**config.mk**
```make
export PLATFORM = sky130hd
export DESIGN_NAME = lock_key_loader_flat
export DESIGN_NICKNAME = d
export VERILOG_FILES = /design/src/rtl/lock_pkg.sv /design/src/rtl/lock_key_loader_if.sv /design/src/rtl/lock_shift_reg.sv /design/src/rtl/lock_key_loader.sv /design/src/flat_wrapper.sv
export SDC_FILE = /design/constraint.sdc
export NUM_CORES = 1
export LEC_CHECK = 0
export ABC_AREA = 1
export CORE_MARGIN = 2
export CORE_UTILIZATION = 50
export CTS_CLUSTER_SIZE = 12
export DETAILED_ROUTE_END_ITERATION = 10
export MAX_ROUTING_LAYER = met4
export PLACE_DENSITY_LB_ADDON = 0.12
export SLEW_MARGIN = 20
export SYNTH_ARGS = -nofsm -noshare
export SYNTH_HDL_FRONTEND = slang
export SYNTH_HIERARCHICAL = 1
export SYNTH_SLANG_ARGS = --single-unit
```
**constraint.sdc**
```tcl
create_clock -name clk -period 5.29 [get_ports clk]
set_input_delay 0.529 -clock clk [delete_from_list [all_inputs] [get_ports clk]]
set_output_delay 0.529 -clock clk [all_outputs]
set_load 0.01 [all_outputs]
```
**src/rtl/lock_pkg.sv**
```systemverilog
// Shared types and helpers for the hardware-lock key loader.
package lock_pkg;

    localparam int unsigned CHK_W     = 8;
    localparam int unsigned FAIL_W    = 4;
    // Widest key the checksum helper folds; narrower keys are zero-extended.
    localparam int unsigned MAX_KEY_W = 512;

    typedef enum logic [2:0] {
        ST_IDLE      = 3'd0,
        ST_SHIFT_KEY = 3'd1,
        ST_SHIFT_CHK = 3'd2,
        ST_CHECK     = 3'd3,
        ST_LOADED    = 3'd4,
        ST_LOCKOUT   = 3'd5
    } state_e;

    // XOR of all bytes; zero padding bytes do not change the result.
    function automatic logic [CHK_W-1:0] xor_fold(input logic [MAX_KEY_W-1:0] d);
        logic [CHK_W-1:0] acc;
        acc = '0;
        for (int i = 0; i < int'(MAX_KEY_W / CHK_W); i++) begin
            acc = acc ^ d[i*CHK_W +: CHK_W];
        end
        return acc;
    endfunction

endpackage

```
**src/rtl/lock_key_loader_if.sv**
```systemverilog
// Provisioning-side serial inputs and parallel key-bus outputs of the loader.
interface lock_key_loader_if #(
    parameter int unsigned KEY_WIDTH = 64
);
    logic                 key_start;
    logic                 key_bit_valid;
    logic                 key_bit;
    logic                 key_clear;
    logic [KEY_WIDTH-1:0] key_out;
    logic                 key_ready;
    logic                 key_busy;
    logic                 key_err;
    logic                 locked_out;
    logic [3:0]           fail_cnt;

    modport master (
        output key_start, key_bit_valid, key_bit, key_clear,
        input  key_out, key_ready, key_busy, key_err, locked_out, fail_cnt
    );

    modport slave (
        input  key_start, key_bit_valid, key_bit, key_clear,
        output key_out, key_ready, key_busy, key_err, locked_out, fail_cnt
    );
endinterface

```
**src/rtl/lock_shift_reg.sv**
```systemverilog
// Serial-in/parallel-out register, LSB received first, with synchronous clear.
module lock_shift_reg #(
    parameter int unsigned W = 8
) (
    input  logic         clk,
    input  logic         rst,
    input  logic         clr_i,
    input  logic         shift_i,
    input  logic         bit_i,
    output logic [W-1:0] data_o
);

    logic [W-1:0] data_q, data_d;

    always_comb begin
        data_d = data_q;
        if (clr_i) begin
            data_d = '0;
        end else if (shift_i) begin
            data_d = {bit_i, data_q[W-1:1]};
        end
    end

    always_ff @(posedge clk or posedge rst) begin
        if (rst) begin
            data_q <= '0;
        end else begin
            data_q <= data_d;
        end
    end

    assign data_o = data_q;

endmodule

```
**src/rtl/lock_key_loader.sv**
```systemverilog
// Receives the unlock key serially, verifies its XOR checksum and drives the
// parallel key bus; repeated bad loads latch a lockout that only reset clears.
module lock_key_loader
    import lock_pkg::*;
#(
    parameter int unsigned KEY_WIDTH = 64,
    parameter int unsigned MAX_FAIL  = 3,
    parameter int unsigned CNT_W     = 7
) (
    input logic              clk,
    input logic              rst,
    lock_key_loader_if.slave kif
);

    state_e               state_q, state_d;
    logic [CNT_W-1:0]     cnt_q, cnt_d;
    logic [KEY_WIDTH-1:0] key_out_q, key_out_d;
    logic                 key_ready_q, key_ready_d;
    logic                 key_busy_q, key_busy_d;
    logic                 key_err_q, key_err_d;
    logic                 locked_out_q, locked_out_d;
    logic [FAIL_W-1:0]    fail_cnt_q, fail_cnt_d;

    logic                 sr_clr;
    logic                 key_shift;
    logic                 chk_shift;
    logic [KEY_WIDTH-1:0] key_sr;
    logic [CHK_W-1:0]     chk_sr;
    logic                 sum_ok;
    logic [FAIL_W-1:0]    fail_inc;

    lock_shift_reg #(.W(KEY_WIDTH)) u_key_sr (
        .clk    (clk),
        .rst    (rst),
        .clr_i  (sr_clr),
        .shift_i(key_shift),
        .bit_i  (kif.key_bit),
        .data_o (key_sr)
    );

    lock_shift_reg #(.W(CHK_W)) u_chk_sr (
        .clk    (clk),
        .rst    (rst),
        .clr_i  (sr_clr),
        .shift_i(chk_shift),
        .bit_i  (kif.key_bit),
        .data_o (chk_sr)
    );

    assign sum_ok   = (xor_fold(MAX_KEY_W'(key_sr)) == chk_sr);
    assign fail_inc = (fail_cnt_q == '1) ? fail_cnt_q : fail_cnt_q + FAIL_W'(1);

    always_comb begin
        state_d     = state_q;
        cnt_d       = cnt_q;
        key_out_d   = key_out_q;
        key_ready_d = key_ready_q;
        fail_cnt_d  = fail_cnt_q;
        key_err_d   = 1'b0;
        sr_clr      = 1'b0;
        key_shift   = 1'b0;
        chk_shift   = 1'b0;

        // Zeroization wins over every other request outside lockout.
        if (state_q != ST_LOCKOUT && kif.key_clear) begin
            state_d     = ST_IDLE;
            key_out_d   = '0;
            key_ready_d = 1'b0;
            sr_clr      = 1'b1;
        end else begin
            case (state_q)
                ST_IDLE, ST_LOADED: begin
                    if (kif.key_start) begin
                        state_d     = ST_SHIFT_KEY;
                        cnt_d       = '0;
                        key_out_d   = '0;
                        key_ready_d = 1'b0;
                        sr_clr      = 1'b1;
                    end
                end
                ST_SHIFT_KEY: begin
                    if (kif.key_start) begin
                        cnt_d  = '0;
                        sr_clr = 1'b1;
                    end else if (kif.key_bit_valid) begin
                        key_shift = 1'b1;
                        if (cnt_q == CNT_W'(KEY_WIDTH - 1)) begin
                            state_d = ST_SHIFT_CHK;
                            cnt_d   = '0;
                        end else begin
                            cnt_d = cnt_q + CNT_W'(1);
                        end
                    end
                end
                ST_SHIFT_CHK: begin
                    // Counter parks at CHK_W for one cycle so the result lands two edges after the last bit.
                    if (kif.key_start) begin
                        state_d = ST_SHIFT_KEY;
                        cnt_d   = '0;
                        sr_clr  = 1'b1;
                    end else if (cnt_q == CNT_W'(CHK_W)) begin
                        state_d = ST_CHECK;
                    end else if (kif.key_bit_valid) begin
                        chk_shift = 1'b1;
                        cnt_d     = cnt_q + CNT_W'(1);
                    end
                end
                ST_CHECK: begin
                    if (sum_ok) begin
                        key_out_d   = key_sr;
                        key_ready_d = 1'b1;
                        fail_cnt_d  = '0;
                        state_d     = ST_LOADED;
                    end else begin
                        key_err_d  = 1'b1;
                        fail_cnt_d = fail_inc;
                        state_d    = (fail_inc == FAIL_W'(MAX_FAIL)) ? ST_LOCKOUT : ST_IDLE;
                    end
                end
                ST_LOCKOUT: begin
                    key_out_d   = '0;
                    key_ready_d = 1'b0;
                end
                default: begin
                    state_d = ST_IDLE;
                end
            endcase
        end

        key_busy_d   = (state_d == ST_SHIFT_KEY) || (state_d == ST_SHIFT_CHK) ||
                       (state_d == ST_CHECK);
        locked_out_d = (state_d == ST_LOCKOUT);
    end

    always_ff @(posedge clk or posedge rst) begin
        if (rst) begin
            state_q      <= ST_IDLE;
            cnt_q        <= '0;
            key_out_q    <= '0;
            key_ready_q  <= 1'b0;
            key_busy_q   <= 1'b0;
            key_err_q    <= 1'b0;
            locked_out_q <= 1'b0;
            fail_cnt_q   <= '0;
        end else begin
            state_q      <= state_d;
            cnt_q        <= cnt_d;
            key_out_q    <= key_out_d;
            key_ready_q  <= key_ready_d;
            key_busy_q   <= key_busy_d;
            key_err_q    <= key_err_d;
            locked_out_q <= locked_out_d;
            fail_cnt_q   <= fail_cnt_d;
        end
    end

    assign kif.key_out    = key_out_q;
    assign kif.key_ready  = key_ready_q;
    assign kif.key_busy   = key_busy_q;
    assign kif.key_err    = key_err_q;
    assign kif.locked_out = locked_out_q;
    assign kif.fail_cnt   = fail_cnt_q;

endmodule

```
**src/flat_wrapper.sv**
```systemverilog
// flat-port wrapper written by rule: the top's interface ports become plain ports
module lock_key_loader_flat import lock_pkg::*;
#(
    parameter int unsigned KEY_WIDTH = 64,
    parameter int unsigned MAX_FAIL  = 3,
    parameter int unsigned CNT_W     = 7
)
  (clk, rst, kif_key_start, kif_key_bit_valid, kif_key_bit, kif_key_clear, kif_key_out, kif_key_ready, kif_key_busy, kif_key_err, kif_locked_out, kif_fail_cnt);
  lock_key_loader_if #(.KEY_WIDTH(KEY_WIDTH)) kif_i ();
  input logic clk;
  input logic rst;
  input wire logic [$bits(kif_i.key_start)-1:0] kif_key_start;
  input wire logic [$bits(kif_i.key_bit_valid)-1:0] kif_key_bit_valid;
  input wire logic [$bits(kif_i.key_bit)-1:0] kif_key_bit;
  input wire logic [$bits(kif_i.key_clear)-1:0] kif_key_clear;
  output wire logic [$bits(kif_i.key_out)-1:0] kif_key_out;
  output wire logic [$bits(kif_i.key_ready)-1:0] kif_key_ready;
  output wire logic [$bits(kif_i.key_busy)-1:0] kif_key_busy;
  output wire logic [$bits(kif_i.key_err)-1:0] kif_key_err;
  output wire logic [$bits(kif_i.locked_out)-1:0] kif_locked_out;
  output wire logic [$bits(kif_i.fail_cnt)-1:0] kif_fail_cnt;
  assign kif_i.key_start = kif_key_start;
  assign kif_i.key_bit_valid = kif_key_bit_valid;
  assign kif_i.key_bit = kif_key_bit;
  assign kif_i.key_clear = kif_key_clear;
  assign kif_key_out = kif_i.key_out;
  assign kif_key_ready = kif_i.key_ready;
  assign kif_key_busy = kif_i.key_busy;
  assign kif_key_err = kif_i.key_err;
  assign kif_locked_out = kif_i.locked_out;
  assign kif_fail_cnt = kif_i.fail_cnt;
  lock_key_loader #(.KEY_WIDTH(KEY_WIDTH), .MAX_FAIL(MAX_FAIL), .CNT_W(CNT_W)) u_core (.clk(clk), .rst(rst), .kif(kif_i));
endmodule
```
==> results.yml <==
run_status:
  status: "completed"
logic_synthesis:
  syn_inst: 956
  yosysSeqAreaShare: 0.518
  synth_ff_type: "dfrtp_1"
  syn_area_sq_um: 7440
  synthSimpleGateAreaFrac: 0.342
  ys_async_sr_fraction: 1.00
  ys_seq_elements: 154
  synth_compound_area_frac: 0.0183
  yosys.area_share.adder: 0.00505
  syn_nets: 965
  synth.distinct_cells: 30
  synth-xor-area-share: 0.0294
  syn-mean-instance-area_sq_um: 7.78
  synth_top_family_by_area: "simple AND/OR/NAND/NOR gates"
  ys_warn_count: 6
  synth_edf_count: 0
  synthMuxAreaShare: 0.00135
global_routing:
  antenna_found_initial: 0
  grt_pass1_wl_mm: 27.7
  grt-ovfl-total: 0
  grt_usage: 0.221
  grt_pass1_vias: 5739
  grt_max_degree: 66
worst_setup_path:
  endpoint_kind: "flop"
  worstRegToRegCells: 8
  cp_top_family: "compound AO/OA/AOI/OAI gates"
  arrival_ns: 3.42
  cp_max_fo: 64
  critPathMaxStageDelay_ns: 0.89
  critical_path_class: "flop to flop"
  critPathSlowestCell: "o21ai_0"
  crit_buf_inv: 2
  crit_required_ns: 5.60
  worstPathCellList: "inv_1 > nand2_1 > o21ai_0 > nor2_1 > o21ai_0 > inv_2 > nand3_1 > nand2_1"
  critical_path_depth: 8
  critPathLaunchType: "flop"
floorplanning:
  rows: 44
  dieHeight_microns: 126
  dieArea_sq_um: 15900
  initial_core_util: 0.512
  io_pins: 78
  core_sq_um: 14500
  die_x_microns: 126
timing:
  hold_viol: 0
  worst_pin_slew_ns: 1.13
  period_share: 0.589
  setup_viol: 0
  slew_violations: 0
  fin_crit_ns: 3.12
  rsz0062_at_grt: "false"
  maxSlewHeadroom: 0.238
  max_freq_mhz: 321
  skew_ns: 0.0132
  tns_ns: 0
layout:
  post-route-util: 0.604
  antenna_cells: 0
  final_cell_area_sq_um: 8770
  drive_gt1_frac: 0.0521
  fin_nets: 1033
  synthToLayoutAreaGrowth_pct: 17.9
  layout_common_cells: "nand2_1, dfrtp_1, nand3_1, inv_1, clkdlybuf4s50_1"
  layout_commonest_cell: "nand2_1"
clocking:
  postCtsSetupBuffers: 0
  cts_hold_buf: 0
  cts_buffer_depth: 2
  clk_latency_ns: 0.43
  cts_made_buffers: 17
  cts.clk_slew.worst_paths_ns: 0.06
  cts_sinks: 154
  cts_tree: "done"
  ctsHtreeMaxLevel: 4
  root_buffer: "clkbuf_16"
  cts_resized: 0
detailed_routing:
  ant_nets: 0
  drt_iter0_markers: 417
  drt_pass1_iterations: 5
  drc: 0
  wire_per_inst_microns: 13.2
  route.vias.total: 6091
  drt-total-wl_mm: 16.1
  viasPerCell: 4.99
placement:
  post-dp-hpwl_mm: 10.6
  numPortBuffers: 77
  place_congestion: 0.854
  placed_cell_area_sq_um: 8210
power:
  irDropWorstVdd_mv: 0.270
  power.density_nw_per_um2: 281
  power_leakage_nw: 4.84
min_path:
  whs_path_depth: 2
  min_path_type: "flop to flop"
run:
  cap_violations: 0
## worst reg2reg max path, cell delays in order (launching register included)
cell and delay [ns]:
dfrtp_1 0.39, inv_1 0.07, nand2_1 0.07, o21ai_0 0.34, nor2_1 0.12, o21ai_0 0.89
inv_2 0.76, nand3_1 0.28, nand2_1 0.09
## power breakdown
part           switching [mW]  internal (mW)  leakage (nW)
logic                  0.0868         0.0205          2.41
clock network           0.460          0.718         0.275
registers             0.00185           1.18          2.15
## sequential cells by signal (all words and copies together), names as in the netlist
name / cells
u_core/kif.key_out: 64
u_core/cnt_q: 7
u_core/kif.fail_cnt: 4
u_core/kif.key_err: 1
u_core/u_key_sr/data_o: 64
u_core/kif.key_busy: 1
u_core/kif.locked_out: 1
u_core/u_chk_sr/data_o: 8
u_core/kif.key_ready: 1
u_core/state_q: 3
## synth_stat cells, types with 2 or more instances
master	number	area (sq um)
dfrtp_1	154	3850
nand2_2	4	25.0
xnor2_1	13	114
nand3b_1	6	45.0
o21ai_0	11	55.1
nand4_1	3	18.8
nor2_2	2	12.5
ha_1	3	37.5
a21oi_1	8	40.0
nor3_1	3	15.0
buf_6	17	191
xor2_1	12	105
buf_4	9	67.6
buf_2	8	40.0
nand2_1	480	1800
inv_2	7	26.3
nor2_1	28	105
inv_1	82	308
nand3_1	95	475
## layer usage
layer,GRT usage,share of wire
met5,-,0
met4,0.0724,0.017
met3,0.0442,0.037
met2,0.329,0.46
met1,0.307,0.49
## metrics by stage
stage               hold slack (ns)  std cells  setup slack, ns  total power, mW
global route                  0.491       1221             1.96             2.55
detailed placement            0.458       1189             2.01             1.31
global placement              0.452       1189             2.07             1.31
floorplan                     0.345        956             2.65             1.30
finish                        0.467       1221             2.17             2.47
CTS                           0.473       1221             2.24             2.49
## final cells by class
type	instances	area (sq um)
timing repair buffer	83	816
sequential	154	3850
inverter	90	339
clock buffer	25	475
fill	1360	5760
tap	184	230
multi-input combinational	678	2970
clock inverter	7	91.3
## worst paths after layout
path	slack, ns	end	from
max in group asynchronous	3.70	u_core/kif.fail_cnt[0]	rst
min reg2reg	0.47	u_core/kif.key_out[28]	u_core/kif.key_out[28]
min	0.47	u_core/kif.key_out[28]	u_core/kif.key_out[28]
max	2.17	u_core/u_key_sr/data_o[20]	u_core/state_q[1]
min in group asynchronous	0.50	u_core/u_chk_sr/data_o[7]	rst
max reg2reg	2.17	u_core/u_key_sr/data_o[20]	u_core/state_q[1]
## kinds of logic after synthesis
kind of cell,count (synthesis)
flip-flops,154
adder cells (fa/ha/maj),3
AO/OA/AOI/OAI,24
buffers and inverters,124
multiplexers,1
AND/OR/NAND/NOR,625
XOR/XNOR,25
Power figures use the tool's default switching activity.
